File: src/rtl/piso_tx_pkg.sv
// Shared types and constants for the serial framing controller.
// Latency: n/a (declarations only).
// Backpressure: n/a.
package piso_tx_pkg;

  // Frame sequencing states; PAR is only visited when parity is enabled.
  typedef enum logic [2:0] {
    IDLE  = 3'd0,
    START = 3'd1,
    DATA  = 3'd2,
    PAR   = 3'd3,
    STOP  = 3'd4
  } state_t;

  // Parity modes selected by the PARITY parameter.
  localparam int PAR_NONE = 0;
  localparam int PAR_EVEN = 1;
  localparam int PAR_ODD  = 2;

  // Turns the XOR-reduction of a word into the transmitted parity bit.
  function automatic logic apply_parity(input int mode, input logic xor_red);
    if (mode == PAR_ODD) begin
      return ~xor_red;
    end
    if (mode == PAR_EVEN) begin
      return xor_red;
    end
    return 1'b0;
  endfunction

endpackage

File: src/rtl/piso_shreg.sv
// WIDTH-bit parallel-in/serial-out shift register, MSB presented on dout.
// Latency: load/shift take effect on the next rising edge of Clk.
// Backpressure: none; load wins over shift when both are asserted.
module piso_shreg #(
  parameter int WIDTH = 4
) (
  input  logic             Clk,
  input  logic             reset_n,
  input  logic             load,
  input  logic             shift,
  input  logic [WIDTH-1:0] din,
  output logic             dout
);

  logic [WIDTH-1:0] r_q;

  // Parallel load or shift toward the MSB, filling with zero.
  always_ff @(posedge Clk or negedge reset_n) begin
    if (!reset_n) begin
      r_q <= '0;
    end else if (load) begin
      r_q <= din;
    end else if (shift) begin
      r_q <= r_q << 1;
    end
  end

  assign dout = r_q[WIDTH-1];

endmodule

File: src/rtl/piso_tx_ctrl.sv
// Serial transmitter framing: start bit, WIDTH data bits MSB first, optional parity, stop bit.
// Latency: start bit on Dout the cycle after accept; done on the last cycle of the stop bit.
// Backpressure: in_ready is high only in IDLE and on the final stop cycle (back-to-back accept).
module piso_tx_ctrl
  import piso_tx_pkg::*;
#(
  parameter int WIDTH  = 4,
  parameter int DIV    = 1,
  parameter int PARITY = 0
) (
  input  logic             Clk,
  input  logic             reset_n,
  input  logic             in_valid,
  input  logic [WIDTH-1:0] in_data,
  output logic             in_ready,
  output logic             Dout,
  output logic             busy,
  output logic             done
);

  localparam int DW = (DIV > 1) ? $clog2(DIV) : 1;
  localparam int BW = (WIDTH > 1) ? $clog2(WIDTH) : 1;
  localparam logic [DW-1:0] DIV_LAST = DW'(DIV - 1);
  localparam logic [BW-1:0] BIT_LAST = BW'(WIDTH - 1);

  state_t          r_state;
  logic [DW-1:0]   r_div_cnt;
  logic [BW-1:0]   r_bit_cnt;
  logic            r_par;
  logic            r_dout;
  logic            r_busy;
  logic            r_done;
  logic            r_in_ready;

  logic            w_accept;
  logic            w_bit_end;
  logic            w_last_bit;
  logic            w_shift;
  logic            w_sh_msb;
  logic            w_par_calc;
  logic [DW-1:0]   w_div_nxt;
  logic            w_stop_last_nxt;

  assign w_accept   = in_valid & r_in_ready;
  assign w_bit_end  = (r_div_cnt == DIV_LAST);
  assign w_last_bit = (r_bit_cnt == BIT_LAST);
  // The shift register runs one bit ahead of Dout: its MSB is copied into
  // r_dout on the same edge that shifts the next bit up behind it.
  assign w_shift    = w_bit_end & ((r_state == START) | ((r_state == DATA) & ~w_last_bit));
  assign w_div_nxt  = ((r_state == IDLE) || w_bit_end) ? '0 : r_div_cnt + DW'(1);
  // Tells whether the cycle after this edge is the final cycle of a bit.
  assign w_stop_last_nxt = (w_div_nxt == DIV_LAST);
  assign w_par_calc = apply_parity(PARITY, ^in_data);

  piso_shreg #(
    .WIDTH(WIDTH)
  ) u_shreg (
    .Clk    (Clk),
    .reset_n(reset_n),
    .load   (w_accept),
    .shift  (w_shift),
    .din    (in_data),
    .dout   (w_sh_msb)
  );

  // Bit-period divider: free-runs 0..DIV-1 while a frame is active, held at 0 in IDLE.
  always_ff @(posedge Clk or negedge reset_n) begin
    if (!reset_n) begin
      r_div_cnt <= '0;
    end else begin
      r_div_cnt <= w_div_nxt;
    end
  end

  // Frame sequencer with registered line/handshake outputs.
  always_ff @(posedge Clk or negedge reset_n) begin
    if (!reset_n) begin
      r_state    <= IDLE;
      r_bit_cnt  <= '0;
      r_par      <= 1'b0;
      r_dout     <= 1'b1;
      r_busy     <= 1'b0;
      r_done     <= 1'b0;
      r_in_ready <= 1'b1;
    end else begin
      r_done <= 1'b0;
      case (r_state)
        IDLE: begin
          if (w_accept) begin
            r_state    <= START;
            r_par      <= w_par_calc;
            r_dout     <= 1'b0;
            r_busy     <= 1'b1;
            r_in_ready <= 1'b0;
          end
        end
        START: begin
          if (w_bit_end) begin
            r_state   <= DATA;
            r_bit_cnt <= '0;
            r_dout    <= w_sh_msb;
          end
        end
        DATA: begin
          if (w_bit_end) begin
            if (w_last_bit) begin
              if (PARITY != PAR_NONE) begin
                r_state <= PAR;
                r_dout  <= r_par;
              end else begin
                r_state    <= STOP;
                r_dout     <= 1'b1;
                r_done     <= w_stop_last_nxt;
                r_in_ready <= w_stop_last_nxt;
              end
            end else begin
              r_bit_cnt <= r_bit_cnt + BW'(1);
              r_dout    <= w_sh_msb;
            end
          end
        end
        PAR: begin
          if (w_bit_end) begin
            r_state    <= STOP;
            r_dout     <= 1'b1;
            r_done     <= w_stop_last_nxt;
            r_in_ready <= w_stop_last_nxt;
          end
        end
        STOP: begin
          if (w_bit_end) begin
            if (w_accept) begin
              r_state    <= START;
              r_par      <= w_par_calc;
              r_dout     <= 1'b0;
              r_in_ready <= 1'b0;
            end else begin
              r_state    <= IDLE;
              r_busy     <= 1'b0;
              r_in_ready <= 1'b1;
            end
          end else begin
            r_done     <= w_stop_last_nxt;
            r_in_ready <= w_stop_last_nxt;
          end
        end
        default: begin
          r_state <= IDLE;
        end
      endcase
    end
  end

  assign in_ready = r_in_ready;
  assign Dout     = r_dout;
  assign busy     = r_busy;
  assign done     = r_done;

endmodule

File: config.mk
export PLATFORM = sky130hd
export DESIGN_NAME = piso_tx_ctrl
export DESIGN_NICKNAME = d
export VERILOG_FILES = /design/src/rtl/piso_tx_pkg.sv /design/src/rtl/piso_shreg.sv /design/src/rtl/piso_tx_ctrl.sv
export SDC_FILE = /design/constraint.sdc
export NUM_CORES = 1
export LEC_CHECK = 0
export ABC_AREA = 1
export BUFFER_PORTS_ARGS = -buffer_cell sky130_fd_sc_hd__buf_2
export CAP_MARGIN = 40
export CORE_MARGIN = 4
export CORE_UTILIZATION = 48
export DETAILED_ROUTE_END_ITERATION = 6
export PLACE_DENSITY = 0.72
export SYNTH_ARGS = -nofsm -noshare
export SYNTH_HDL_FRONTEND = slang
export SYNTH_HIERARCHICAL = 1
export SYNTH_SLANG_ARGS = --single-unit
File: constraint.sdc
create_clock -name Clk -period 1.49 [get_ports Clk]
set_clock_uncertainty 0.15 [all_clocks]
set_input_delay 0.447 -clock Clk [delete_from_list [all_inputs] [get_ports Clk]]
set_output_delay 0.447 -clock Clk [all_outputs]
set_load 0.02 [all_outputs]
After elaboration in Yosys (flattened, before gate mapping)
Index checks and enable logic that the tools add are counted.

operators by class
  add/subtract/negate cells = 2
  $mul = 0
  div/mod/pow operators = 0
  order comparisons = 0
  equal/unequal tests = 13
  shift operators = 0
  muxes and demuxes = 38
  bitwise logic cells = 7
  reduce and logical (&&, ||, !) cells = 12

operator list
  cell                   count
  $mux W1                21
  $mux W3                6
  $pmux W3 S5            1
  $ne A2 B2 Y1 const B   7
  $reduce_and A5 Y1      2
  $mux W4                2
  $reduce_and A4 Y1      2
  $eq A3 B2 Y1 const B   2
  $mux W2                3
  $reduce_and A6 Y1      1
  $reduce_bool A2 Y1     3
  $pmux W1 S5            1
  $reduce_bool A5 Y1     1
  $pmux W1 S4            1
  $pmux W2 S2            1
  $reduce_bool A4 Y1     1
  $and A1 B1 Y1          3
  $eq A3 B1 Y1 const B   1
  $eq A3 B3 Y1 const B   1
  $logic_not A3 Y1       1
  $not A1 Y1             3
  $pmux W1 S3            1
  $add A2 B1 Y2 const B  1
  $eq A2 B2 Y1 const B   1
  5 further kinds        5

storage, ports and cells
  register bits after elaboration = 14
  bits in latches = 0
  bits in writable memories = 0
  memory bits (read-only) = 0
  input bits = 7
  output and inout bits = 4
  logic and storage cells = 80
  memories kept = 0

Longest topological paths before layout
  word-level depth = 7
  mapped depth = 9
  mapped depth without buffers = 9

Modules after synthesis
Netlist, hierarchy kept.

modules (own cells, without submodules)
  module        instances  cells each  area an instance (µm²)  sequential area each (µm²)
  piso_tx_ctrl  1          75          574.3                   252.7
  piso_shreg    1          21          173.9                   100.1

Least setup slack after synthesis
Ideal clock, no wire load.

  path type = register to register
  start = register r_bit_cnt[0]
  end = register u_shreg.r_q[2]
  setup time = 0.124 ns
  arrival time = 1.135 ns
  data required time = 1.216 ns
  setup slack = 0.081 ns
  cell stages (with the launch flop) = 10
  buffers on the path = 0
  period minus slack after synthesis = 1.409 ns
  path through = dfrtp_1 ha_1 inv_1 nand3_2 nand2_1 nand2_1 inv_1 nor2_2 nand2_1 nand3_1

on the way
  word-level cells in the longest chain between the ends = 6

RTL lines
  item                                 RTL line             RTL
  start, declared                      piso_tx_ctrl.sv:28   logic [BW-1:0] r_bit_cnt;
  start signal, assigned               piso_tx_ctrl.sv:117  r_bit_cnt <= r_bit_cnt + BW'(1);
  $eq A2 B2 Y1                         piso_tx_ctrl.sv:46   assign w_last_bit = (r_bit_cnt == BIT_LAST);
  $not A1 Y1                           piso_tx_ctrl.sv:49   assign w_shift = w_bit_end & ((r_state == START) | ((r_state == DATA) & ~w_last_bit));
  $and A1 B1 Y1                        piso_tx_ctrl.sv:49
  $or A1 B1 Y1                         piso_tx_ctrl.sv:49
  $and A1 B1 Y1                        piso_tx_ctrl.sv:49
  net w_shift                          piso_tx_ctrl.sv:38   logic w_shift;
  $reduce_bool A2 Y1 (no source line)  -
  end signal, assigned                 piso_shreg.sv:22     r_q <= din;
  end signal, assigned                 piso_shreg.sv:24     r_q <= r_q << 1;
  end, declared                        piso_shreg.sv:15     logic [WIDTH-1:0] r_q;

The timed path passes the listed nets, and every way through them passes these cells.
A chain may end at the register's enable or synchronous reset.

Final worst setup path
  start = register r_in_ready (netlist: in_ready)
  end = output port in_ready

RTL lines
  item                    RTL line             RTL
  start, declared         piso_tx_ctrl.sv:33   logic r_in_ready;
  start signal, assigned  piso_tx_ctrl.sv:114  r_in_ready <= w_stop_last_nxt;
  start signal, assigned  piso_tx_ctrl.sv:127  r_in_ready <= w_stop_last_nxt;
  start signal, assigned  piso_tx_ctrl.sv:144  r_in_ready <= w_stop_last_nxt;
  end, declared           piso_tx_ctrl.sv:15   output logic in_ready,

No word-level cell between the ends.

==> results_dict.tcl <==
set metrics [dict create \
    syn_avg_cell_area_um2 7.79 \
    hp-class "primary input to flop" \
    synth_cells 96 \
    maxCapViolations 0 \
    dr_total_vias 715 \
    ys.flop_type "dfrtp_1" \
    required_ns 0.89 \
    r2r_end "Dout" \
    regArea_um2 353 \
    crit_buf_inv 1 \
    die_x_um 47.5 \
    overflow 0 \
    drt_first_pass_iters 4 \
    gr-usage-all-layers 0.175 \
    worst_setup_path_end_kind "output pin" \
    outcome "complete, but fails checks" \
    tns_ns -0.0885 \
    maxSlewViolCount 0 \
    crit_type "flop to output pin" \
    area_delta_synth_final_pct 27.8 \
    rr_worst_depth 6 \
    yosysMostFrequentCell "nand2_1" \
    ys_warn_count 6 \
    cp_slowest_stage_delay_ns 0.55 \
    htreeDepth 1 \
    crit_slowest_cell "dfstp_2" \
    synth.top_cell.area_share 0.401 \
    nFillCells 116 \
    drt_iter0_drc 20 \
    arrival_ns 0.94 \
    die_area_um2 2250 \
    coreArea_um2 1380 \
    synthArstFlopShare 1.00 \
    antenna_found_initial 0 \
    synth-edff-count 0 \
    numCtsBuffers 3 \
    synth-seq-cells 14 \
    rr_startpoint "r_bit_cnt[1]" \
    drive_gt1_frac 0.370 \
    holdCritStartpoint "in_data[0]" \
    io_buffers 10 \
    whs_endpoint "u_shreg/r_q[0]" \
    start_util 0.541 \
    syn-cell-area_um2 748 \
    finalPower_mw 0.632 \
    final_util 0.691 \
    via_per_inst 5.34 \
    fp.dieH_um 47.5 \
    rsz0062_at_grt "true" \
    multi_input_area_um2 379 \
    antenna_cells 0 \
    final_area_um2 956 \
    cts_sinks 14 \
    setup_ws_ns -0.0492 \
    grt_pass1_wl_mm 2.76 \
    crit_family "flip-flops" \
    final_nets 128 \
    setup_viol 2 \
    syn-num-nets 104 \
    cp_max_fo 3 \
    routedWlPerCell_um 11.7 \
    pre_cts_slack_ns -0.00186 \
    synth_top_area_cell "dfrtp_1" \
    cp-start-kind "flop" \
    dpl_cell_area_um2 862 \
    ir_worst_vdd_v 0.000511 \
    hold_depth 3 \
    clockBufferDepth 2 \
    row_count 13 \
    ios 11 \
    dp_hpwl_mm 1.19 \
    clk_latency_ns 0.28 \
    clk_transition_reported_paths_ns 0.09 \
    ys_top_cells_by_count "37 x nand2_1, 12 x dfrtp_1, 12 x nand3_1" \
    drc 0 \
    period_share 1.03 \
    gp_congestion 0.938 \
    clock.fmax_mhz 650 \
    cp_cell_sequence "buf_6" \
    grt_pass1_vias 685 \
    p_leak_nw 0.516 \
    ys_seq_area_frac 0.472 \
    synth.distinct_cells 18 \
    cts-root-buf "clkbuf_4" \
    violations "setup timing" \
    ff2ff_setup_slack_ns 0.08 \
    grt_max_degree 15 \
    wirelength_mm 1.57 \
    finalHoldViolCount 0 \
    cts_tree "done" \
    ant_nets 0 \
    fin_crit_ns 1.54 \
    ys_top_cells_by_area "dfrtp_1 40%, nand2_1 19%, nand3_1 8.0%, dfstp_2 7.0%, nand2_4 4.5%" \
    power.density_nw_per_um2 662 \
]
-- worst max-delay path by stage --
stage	startpoint	to	slack [ns]	cells past startpoint
floorplan	r_bit_cnt[0]	u_shreg/r_q[2]	0.08	9
global placement	r_bit_cnt[0]	u_shreg/r_q[1]	0.04	9
detailed placement	r_bit_cnt[0]	u_shreg/r_q[1]	-0.002	9
CTS	in_ready	in_ready	-0.05	1
global route	in_ready	in_ready	-0.07	1
finish	in_ready	in_ready	-0.05	1
-- layout make-up --
type	count	share of cell area
Multi-Input combinational cell	71	0.397
Sequential cell	14	0.369
Timing Repair Buffer	19	0.139
Inverter	11	0.0484
Clock buffer	4	0.0275
Tap cell	15	0.0196
-- layer usage --
metal	part of all wire	up-vias	GRT usage	wire [µm]
li1	-	353	-	-
met1	0.47	327	0.234	733
met5	0	-	0	0
met2	0.45	31	0.289	706
met3	0.066	4	0.0226	103
met4	0.016	0	0.0663	25
-- through the flow --
step,hold WS [ns],cells
finish,0.213,134
global placement,0.208,127
detailed placement,0.207,127
CTS,0.215,132
floorplan,0.00141,96
global route,0.241,134
-- kinds of logic after synthesis --
group	Yosys count	synth area share
flip-flops	14	0.472
AND/OR/NAND/NOR	61	0.391
buffers and inverters	11	0.0552
AO/OA/AOI/OAI	8	0.0602
adder cells (fa/ha/maj)	1	0.0167
other	1	0.00501
-- flip-flops by register name, summed over array words and instances, names as in the netlist --
name / count
u_shreg/r_q: 4
r_state: 3
r_bit_cnt: 2
Dout: 1
busy: 1
done: 1
in_ready: 1
r_div_cnt: 1
-- power breakdown --
| part | switching [mW] | internal, mW |
|---|---|---|
| sequential | 0.00170 | 0.381 |
| combinational | 0.0124 | 0.00903 |
| clock | 0.124 | 0.104 |
-- placed cells by master (no fill, tap or decap) --
cell type and count:
nand2_2 4, nand2_1 35, nor2_2 1, nand3_4 1, clkbuf_1 1, nor2_4 2
nand2_4 3, dfstp_2 2, conb_1 1, o21ai_1 5, nand3_2 1, dfrtp_1 12
inv_1 3, inv_4 2, buf_4 8, nand4_1 1, ha_2 1, clkbuf_4 3
dlygate4sd3_1 1, nor2_1 2, buf_2 8, a22oi_1 2, nand3_1 11, inv_2 6
a21oi_1 1, buf_6 2
-- timing repair --
item | CTS | global route
resized for setup | 5 | 10
endpoints found under the hold margin | 12 | 0
cloned | 0 | 0
pin swaps | 0 | 2
buffers inserted | 0 | 2
hold buffers | 1 | 0
endpoints found under the setup margin | 5 | 11
No activity file was read; power rests on OpenSTA's default activity.
